`src/rtl/frame_slot_sched.sv`:
```
// Frame-slot scheduler for a multi-buffer frame store.
// Hands the write DMA and the read controller slot base addresses so that
// the writer never lands on the slot being displayed or on the newest
// completed-but-unread frame.
module frame_slot_sched #(
   parameter int unsigned START_ADDR      = 0,
   parameter int unsigned FRAMES_AMOUNT   = 3,
   parameter int unsigned BYTES_PER_FRAME = 4147200,
   parameter int unsigned ADDR_WIDTH      = 32,
   parameter int unsigned CNT_WIDTH       = 16
) (
   input  logic                  clk_i,
   input  logic                  rst_n_i,
   input  logic                  wr_start_stb_i,
   input  logic                  wr_done_stb_i,
   output logic [ADDR_WIDTH-1:0] wr_addr_o,
   output logic                  wr_active_o,
   input  logic                  rd_next_stb_i,
   output logic [ADDR_WIDTH-1:0] rd_addr_o,
   output logic                  rd_frame_valid_o,
   output logic                  rd_new_frame_o,
   output logic                  rd_repeat_o,
   output logic [CNT_WIDTH-1:0]  dropped_cnt_o,
   output logic [CNT_WIDTH-1:0]  repeat_cnt_o
);

   localparam int unsigned SLOT_W = (FRAMES_AMOUNT > 1) ? $clog2(FRAMES_AMOUNT) : 1;

   // Fewer than three slots cannot keep reader, newest and writer apart.
   generate
      if (FRAMES_AMOUNT < 3) begin : g_bad_frames
         $error("frame_slot_sched: FRAMES_AMOUNT must be >= 3");
      end
   endgenerate

   // Base address of a slot, wrapped to the address width.
   function automatic logic [ADDR_WIDTH-1:0] slot_base(input logic [SLOT_W-1:0] slot);
      return ADDR_WIDTH'(START_ADDR) + ADDR_WIDTH'(BYTES_PER_FRAME) * ADDR_WIDTH'(slot);
   endfunction

   logic [SLOT_W-1:0]     r_wr_slot;
   logic [SLOT_W-1:0]     r_rd_slot;
   logic [SLOT_W-1:0]     r_newest_slot;
   logic                  r_newest_valid;
   logic                  r_wr_active;
   logic                  r_rd_valid;
   logic [ADDR_WIDTH-1:0] r_wr_addr;
   logic [ADDR_WIDTH-1:0] r_rd_addr;
   logic                  r_rd_new;
   logic                  r_rd_repeat;
   logic [CNT_WIDTH-1:0]  r_drop_cnt;
   logic [CNT_WIDTH-1:0]  r_rep_cnt;

   logic [SLOT_W-1:0]     w_wr_slot_next;
   logic [SLOT_W-1:0]     w_rd_slot_next;
   logic [SLOT_W-1:0]     w_newest_slot_next;
   logic                  w_newest_valid_next;
   logic                  w_wr_active_next;
   logic                  w_rd_valid_next;
   logic [ADDR_WIDTH-1:0] w_wr_addr_next;
   logic [ADDR_WIDTH-1:0] w_rd_addr_next;
   logic                  w_rd_new_next;
   logic                  w_rd_repeat_next;
   logic [CNT_WIDTH-1:0]  w_drop_cnt_next;
   logic [CNT_WIDTH-1:0]  w_rep_cnt_next;
   logic [SLOT_W-1:0]     w_sel;

   // Resolve done, then read, then write, each stage seeing the previous stage's result.
   always_comb begin
      w_wr_slot_next      = r_wr_slot;
      w_rd_slot_next      = r_rd_slot;
      w_newest_slot_next  = r_newest_slot;
      w_newest_valid_next = r_newest_valid;
      w_wr_active_next    = r_wr_active;
      w_rd_valid_next     = r_rd_valid;
      w_wr_addr_next      = r_wr_addr;
      w_rd_addr_next      = r_rd_addr;
      w_rd_new_next       = 1'b0;
      w_rd_repeat_next    = 1'b0;
      w_drop_cnt_next     = r_drop_cnt;
      w_rep_cnt_next      = r_rep_cnt;
      w_sel               = '0;

      // Publish the finished frame; an unread newest frame gets overwritten.
      if (wr_done_stb_i && r_wr_active) begin
         if (r_newest_valid && (r_newest_slot != r_rd_slot) && (r_drop_cnt != '1)) begin
            w_drop_cnt_next = r_drop_cnt + CNT_WIDTH'(1);
         end
         w_newest_slot_next  = r_wr_slot;
         w_newest_valid_next = 1'b1;
         w_wr_active_next    = 1'b0;
      end

      // Reader takes the newest frame if one is waiting, else repeats.
      if (rd_next_stb_i) begin
         if (w_newest_valid_next) begin
            w_rd_slot_next      = w_newest_slot_next;
            w_rd_addr_next      = slot_base(w_newest_slot_next);
            w_newest_valid_next = 1'b0;
            w_rd_valid_next     = 1'b1;
            w_rd_new_next       = 1'b1;
         end else begin
            w_rd_repeat_next = 1'b1;
            if (r_rep_cnt != '1) begin
               w_rep_cnt_next = r_rep_cnt + CNT_WIDTH'(1);
            end
         end
      end

      // Lowest slot not held by the reader nor by the newest frame.
      for (int i = FRAMES_AMOUNT - 1; i >= 0; i--) begin
         if (!(w_rd_valid_next && (SLOT_W'(i) == w_rd_slot_next)) &&
             !(w_newest_valid_next && (SLOT_W'(i) == w_newest_slot_next))) begin
            w_sel = SLOT_W'(i);
         end
      end

      if (wr_start_stb_i) begin
         w_wr_slot_next   = w_sel;
         w_wr_addr_next   = slot_base(w_sel);
         w_wr_active_next = 1'b1;
      end
   end

   // State register; reset clears everything, forgetting in-flight frames.
   always_ff @(posedge clk_i or negedge rst_n_i) begin
      if (!rst_n_i) begin
         r_wr_slot      <= '0;
         r_rd_slot      <= '0;
         r_newest_slot  <= '0;
         r_newest_valid <= 1'b0;
         r_wr_active    <= 1'b0;
         r_rd_valid     <= 1'b0;
         r_wr_addr      <= ADDR_WIDTH'(START_ADDR);
         r_rd_addr      <= ADDR_WIDTH'(START_ADDR);
         r_rd_new       <= 1'b0;
         r_rd_repeat    <= 1'b0;
         r_drop_cnt     <= '0;
         r_rep_cnt      <= '0;
      end else begin
         r_wr_slot      <= w_wr_slot_next;
         r_rd_slot      <= w_rd_slot_next;
         r_newest_slot  <= w_newest_slot_next;
         r_newest_valid <= w_newest_valid_next;
         r_wr_active    <= w_wr_active_next;
         r_rd_valid     <= w_rd_valid_next;
         r_wr_addr      <= w_wr_addr_next;
         r_rd_addr      <= w_rd_addr_next;
         r_rd_new       <= w_rd_new_next;
         r_rd_repeat    <= w_rd_repeat_next;
         r_drop_cnt     <= w_drop_cnt_next;
         r_rep_cnt      <= w_rep_cnt_next;
      end
   end

   assign wr_addr_o        = r_wr_addr;
   assign wr_active_o      = r_wr_active;
   assign rd_addr_o        = r_rd_addr;
   assign rd_frame_valid_o = r_rd_valid;
   assign rd_new_frame_o   = r_rd_new;
   assign rd_repeat_o      = r_rd_repeat;
   assign dropped_cnt_o    = r_drop_cnt;
   assign repeat_cnt_o     = r_rep_cnt;

endmodule

```
`config.mk`:
```
export PLATFORM = sky130hd
export DESIGN_NAME = frame_slot_sched
export DESIGN_NICKNAME = d
export VERILOG_FILES = /design/src/rtl/frame_slot_sched.sv
export SDC_FILE = /design/constraint.sdc
export NUM_CORES = 1
export LEC_CHECK = 0
export CORE_ASPECT_RATIO = 2
export CORE_MARGIN = 10
export CORE_UTILIZATION = 40
export DETAILED_ROUTE_END_ITERATION = 6
export GPL_TIMING_DRIVEN = 1
export MAX_ROUTING_LAYER = met4
export PLACE_DENSITY = 0.8
export SETUP_SLACK_MARGIN = 0.1
export SYNTH_ARGS = -nofsm -noshare
export SYNTH_HDL_FRONTEND = slang
export SYNTH_SLANG_ARGS = --single-unit
export TNS_END_PERCENT = 5
```
`constraint.sdc`:
```
create_clock -name clk_i -period 6.1 [get_ports clk_i]
set_clock_uncertainty 0.15 [all_clocks]
set_input_delay 1.22 -clock clk_i [delete_from_list [all_inputs] [get_ports clk_i]]
set_output_delay 1.22 -clock clk_i [all_outputs]
set_load 0.1 [all_outputs]
```
==> metrics.txt, run 1 <==
status=finished, final reports clean; Core Util, Final=49.9%; initial antenna violation count=0; Comb power frac=58.8%; vias in the first global route=2345; core area=7320 µm²; Seq/Total Area, Yosys=43.6%; # IOs=105; cell taking the most area after synthesis=dfrtp_1; Port Buffers=64; DIE AREA=11700 µm²; row count=44; Async S/R FF share, synth=100%; DRT iter0 DRCs=63; HPWL after detailed placement=5720 µm; critical path launch point type=input pin; CTS tree=built; count of cell types in the netlist=50; WL/cell=16.5 µm; die height=143 µm; CTS Sinks=53; worst path bufs/invs=4; Seq cells post-synth=53; Sw Share=58.3%; gr usage total=12.6%; Pins Over Slew Limit=0; clock power share=14.5%; Hold Crit Class=reg2reg; synth top area cells=dfrtp_1 (44%), buf_4 (14%), xor2_1 (6.3%); register area=1330 µm²; Synth top area share=43.6%; DRT Pass-1 Iters=4; Yosys warnings=0; Slew @ Worst Pin=1.00 ns; Post-Synthesis Cells=291; CTS Buffer Depth=2; Arr. time, crit path=4.02 ns; VDD IR max=0.390 mV; CP delay by family, top=buffers and inverters; sequential share of power=26.7%; Crit. End Element=register; Remaining DRCs=0; Synth Area per Inst=10.4 µm²; Primary FF master, synth=dfrtp_1; Max Cap Viol=0; max incr delay on CP=0.63 ns; worst path cell trace=clkdlybuf4s50_1 -> nand2_1 -> a21oi_1 -> inv_1 -> ha_1 -> inv_1 -> o221ai_1 -> a221oi_2 -> inv_1 -> ha_1 -> mux2_2; H-tree depth=2; Root Driver=clkbuf_16; detailed-route wire length=7190 µm; GR Overflow Total=0; first-pass GRT wire length=11400 µm; layout cells sized above 1=6.67%; unrepaired setup endpoints after global routing=no; Switching Power=1090 µW; post-route minimum period=3.99 ns; Num CTS Buffers=5; Final setup viols=0; Die X=81.6 µm; most used cell, CP=inv_1; Vias=2189; Pwr Density=510 nW/µm²; Post-CTS Hold Fix Bufs=0; CP max-delay cell=clkdlybuf4s50_1; Via density=5.01; P_int=779 µW; Worst EP required=6.13 ns; number of synthesized flops with an enable pin=0; Final TNS setup=0 ns; post-CTS setup buffer count=0; # diodes=0; post-route ant nets=0; Filler Cells Inserted=683; critical path class=in2reg; Final Wtd Congestion=0.865; Initial Utilization=41.5%; P_leak=0.00168 µW; layout net count=361; Total Power=1870 µW; top-count cell post-synth=buf_4; Multi-input gate area=1380 µm²; area delta synth->final=20.3%; CTS resizes=0; worst skew pair latency=0.29 ns; synth cell count leaders=buf_4 (56), dfrtp_1 (53), nand2_1 (26); Mapped Area=3040 µm²; clock slew at reported path FFs=0.07 ns; final worst-path cycle share=65.5%; pin count of the biggest net entering global routing=54; Slew Limit Headroom=33.0%; critical path fanouts, max=8; Max Clock Freq=250 MHz; final hold violation count=0
[flip-flops by register name (all words and copies together), names as in the netlist]
| name | count |
|---|---|
| dropped_cnt_o | 16 |
| rd_new_frame_o | 1 |
| r_newest_valid | 1 |
| wr_active_o | 1 |
| repeat_cnt_o | 16 |
| r_rd_slot | 2 |
| rd_frame_valid_o | 1 |
| wr_addr_o | 5 |
| rd_addr_o | 6 |
| r_newest_slot | 2 |
| rd_repeat_o | 1 |
| r_wr_slot | 1 |
[worst paths after layout]
kind	from	endpoint	slack, ns	cells past startpoint
max in group asynchronous	rst_n_i	r_newest_slot[0]$_DFF_PN0_	4.44	2
min reg2reg	rd_addr_o[17]$_DFFE_PN0P_	rd_addr_o[17]$_DFFE_PN0P_	0.34	2
max	wr_done_stb_i	wr_addr_o[17]$_DFFE_PN0P_	2.11	11
min in group asynchronous	rst_n_i	wr_addr_o[21]$_DFFE_PN0P_	0.89	2
max reg2reg	wr_active_o$_DFFE_PN0P_	wr_addr_o[17]$_DFFE_PN0P_	3.14	10
min	rd_addr_o[17]$_DFFE_PN0P_	rd_addr_o[17]$_DFFE_PN0P_	0.34	2
[through the flow]
stage	hold WS [ns]	instances	setup slack (ns)	area (µm²)
floorplan	0.359	330	2.60	3190
global placement	0.311	431	2.00	3530
detailed placement	0.324	431	1.82	3530
CTS	0.340	437	2.12	3660
global route	0.378	437	1.93	3660
finish	0.335	437	2.11	3660
[tightest hold or removal path, delay by kind of cell, from the launching register on]
kind             cells  cell delay (ns)
AND/OR/NAND/NOR      2             0.11
flip-flops           1             0.35
[layout by cell type, fill, tap and decap left out, drive strengths merged, types with 9 or more instances in the layout]
cell type	netlist	layout
ha	10	10
clkdlybuf4s50	0	63
nor3	9	9
xor2	22	22
dfrtp	53	53
nand2	26	26
nand3	9	9
inv	13	13
nor4	12	12
conb	1	40
[area by class of cell]
| class | count | share of cell area (%) |
|---|---|---|
| Sequential cell | 53 | 36.3 |
| Inverter | 14 | 1.44 |
| Clock buffer | 5 | 3.42 |
| Multi-Input combinational cell | 206 | 37.8 |
| Tap cell | 92 | 3.15 |
| Clock inverter | 1 | 0.137 |
| Timing Repair Buffer | 66 | 17.8 |
[power groups by stage]
| stage | clock [µW] | sequential, µW | combinational [µW] |
|---|---|---|---|
| 2_1_floorplan | 0 | 914 | 505 |
| 3_3_place_gp | 0 | 500 | 1090 |
| 3_5_place_dp | 0 | 506 | 1110 |
| 4_1_cts | 279 | 499 | 1110 |
| 5_1_grt | 291 | 510 | 1140 |
| 6_report | 271 | 498 | 1100 |
[cells by family (layout without fill, tap and decap cells)]
| group | after synthesis | count (layout) | share of synthesized area (%) |
|---|---|---|---|
| AND/OR/NAND/NOR | 90 | 90 | 16.7 |
| other | 1 | 40 | 0.123 |
| multiplexers | 10 | 10 | 3.62 |
| adder cells (fa/ha/maj) | 10 | 10 | 4.12 |
| flip-flops | 53 | 53 | 43.6 |
| XOR/XNOR | 30 | 30 | 8.65 |
| AO/OA/AOI/OAI | 26 | 26 | 7.49 |
| buffers and inverters | 71 | 86 | 15.7 |
[routing by layer]
metal / wire [µm] / vias up / part of all wire (%) / GRT usage (%)
met5: 0 / - / 0 / -
met4: 229 / 0 / 3.2 / 6.04
met3: 621 / 17 / 8.6 / 3.14
met2: 3920 / 95 / 54 / 22.6
met1: 2420 / 1057 / 34 / 12.0
li1: - / 1020 / - / -
No activity file was read; power rests on OpenSTA's default activity.
==> run 2, diff against run 1 <==
--- a/config.mk
+++ b/config.mk
@@ -11,7 +11,7 @@
 export DETAILED_ROUTE_END_ITERATION = 6
 export GPL_TIMING_DRIVEN = 1
 export MAX_ROUTING_LAYER = met4
-export PLACE_DENSITY = 0.8
+export PLACE_DENSITY = 0.83
 export SETUP_SLACK_MARGIN = 0.1
 export SYNTH_ARGS = -nofsm -noshare
 export SYNTH_HDL_FRONTEND = slang
==> constraint.sdc (replaced) <==
create_clock -name clk_i -period 3.6 [get_ports clk_i]
set_clock_uncertainty 0.15 [all_clocks]
set_input_delay 0.72 -clock clk_i [delete_from_list [all_inputs] [get_ports clk_i]]
set_output_delay 0.72 -clock clk_i [all_outputs]
set_load 0.1 [all_outputs]
==> run 2 against run 1 <==
  * Cell area down 3.4%
  * Die area unchanged
  * Power increased by 68%
  * Core utilization shrank 1.7 points
  * Clock-buffer cell count up 2
  * Global-route usage decreased by 0.079 points
==> metrics.txt, run 2 (same netlist as run 1, synthesis figures left out) <==
core area=7320 µm²; post-route ant nets=0; R2R Setup Slk=0.75 ns; DRT iter0 DRCs=77; unrepaired setup endpoints after global routing=no; Cells after DPL=433; worst path cell trace=clkdlybuf4s50_1 -> nand2_1 -> a21oi_1 -> ha_1 -> mux2_1 -> a32oi_1 -> or4_1 -> ha_1 -> mux2_2; clock slew at reported path FFs=0.07 ns; commonest non-fill, non-tap cells in the layout=buf_4 (64), dfrtp_1 (53), conb_1 (40), nand2_1 (26), xor2_1 (22); Hold Slack=0.332 ns; CTS Buffer Depth=2; Arr. time, crit path=3.30 ns; Filler Cells Inserted=715; post-route minimum period=3.27 ns; P_leak=0.00177 µW; initial antenna violation count=0; layout cells sized above 1=24.4%; critical path class=in2reg; gr usage total=12.5%; DRT Pass-1 Iters=4; Pins Over Slew Limit=0; Via density=5.04; Crit. End Element=register; first-pass GRT wire length=11200 µm; final worst-path cycle share=90.9%; Hold Crit Class=reg2reg; VDD IR max=0.592 mV; Comb power frac=57.9%; status=finished, final reports clean; Max Cap Viol=0; vias in the first global route=2274; Slew Limit Headroom=49.6%; max incr delay on CP=0.56 ns; CTS resizes=0; Final TNS setup=0 ns; detailed-route wire length=7140 µm; Layout Cells excl Fill=440; most used cell, CP=ha_1; Worst Slack Setup Final=0.329 ns; HPWL after detailed placement=5690 µm; Sw Share=58.6%; H-tree depth=2; Setup WS pre-CTS=0.0280 ns; Die X=81.6 µm; die height=143 µm; Final Wtd Congestion=0.815; # IOs=105; Initial Utilization=41.5%; critical path launch point type=input pin; layout net count=363; DIE AREA=11700 µm²; Switching Power=1830 µW; clock power share=15.2%; Multi-input gate area=1380 µm²; GR Overflow Total=0; CTS Sinks=53; P_int=1300 µW; Final setup viols=0; row count=44; Max Clock Freq=306 MHz; CP max-delay cell=or4_1; area delta synth->final=16.3%; Remaining DRCs=0; Worst EP required=3.63 ns; post-CTS setup buffer count=0; WL/cell=16.2 µm; commonest non-fill, non-tap cell in the layout=buf_4; CTS tree=built; register area=1330 µm²; Port Buffers=64; Pwr Density=885 nW/µm²; # diodes=0; Post-CTS Hold Fix Bufs=0; Core Util, Final=48.3%; final hold violation count=0; sequential share of power=26.9%; pin count of the biggest net entering global routing=34; Root Driver=clkbuf_16; Num CTS Buffers=5; worst skew pair latency=0.29 ns; critical path fanouts, max=5; Vias=2217; Slew @ Worst Pin=0.756 ns
-- run 2: power by group through the flow --
stage                     registers [µW]  logic [µW]  clock network, µW
after global routing                 863        1880                512
after global placement               850        1800                  0
after floorplan                     1550         856                  0
after detailed placement             856        1820                  0
final                                842        1810                474
after CTS                            847        1830                489
-- run 2: stage by stage --
stage | power [µW] | cell area [µm²]
2_1_floorplan | 2400 | 3190
3_3_place_gp | 2650 | 3390
3_5_place_dp | 2680 | 3390
5_1_grt | 3250 | 3530
4_1_cts | 3160 | 3530
6_report | 3130 | 3530
-- run 2: per-layer routing --
layer / wire length [µm] / share of wire, % / up-vias / GRT usage, %
met3: 712 / 10 / 10 / 3.84
met5: 0 / 0 / - / -
li1: - / - / 1026 / -
met1: 2350 / 33 / 1082 / 11.7
met4: 128 / 1.8 / 0 / 5.23
met2: 3950 / 55 / 99 / 22.5
-- run 2: area by class of cell --
class | count | share of cell area [%]
timing repair buffer | 68 | 14.6
inverter | 14 | 1.49
clock buffer | 7 | 4.04
sequential | 53 | 37.5
multi-input combinational | 206 | 39.1
tap | 92 | 3.26
-- run 2: final timing paths --
path / cells past startpoint / end / startpoint
max: 9 / wr_addr_o[17]$_DFFE_PN0P_ / wr_done_stb_i
min: 2 / rd_addr_o[22]$_DFFE_PN0P_ / rd_addr_o[22]$_DFFE_PN0P_
max reg2reg: 8 / wr_addr_o[17]$_DFFE_PN0P_ / wr_active_o$_DFFE_PN0P_
min reg2reg: 2 / rd_addr_o[22]$_DFFE_PN0P_ / rd_addr_o[22]$_DFFE_PN0P_
max in group asynchronous: 2 / r_newest_slot[1]$_DFF_PN0_ / rst_n_i
min in group asynchronous: 1 / dropped_cnt_o[15]$_DFFE_PN0P_ / rst_n_i
-- run 2: critical path: cells and delay by family --
kind / cells / cell delay [ns]
adder cells (fa/ha/maj): 2 / 0.57
multiplexers: 2 / 0.41
AO/OA/AOI/OAI: 2 / 0.36
AND/OR/NAND/NOR: 2 / 0.69
buffers and inverters: 1 / 0.55
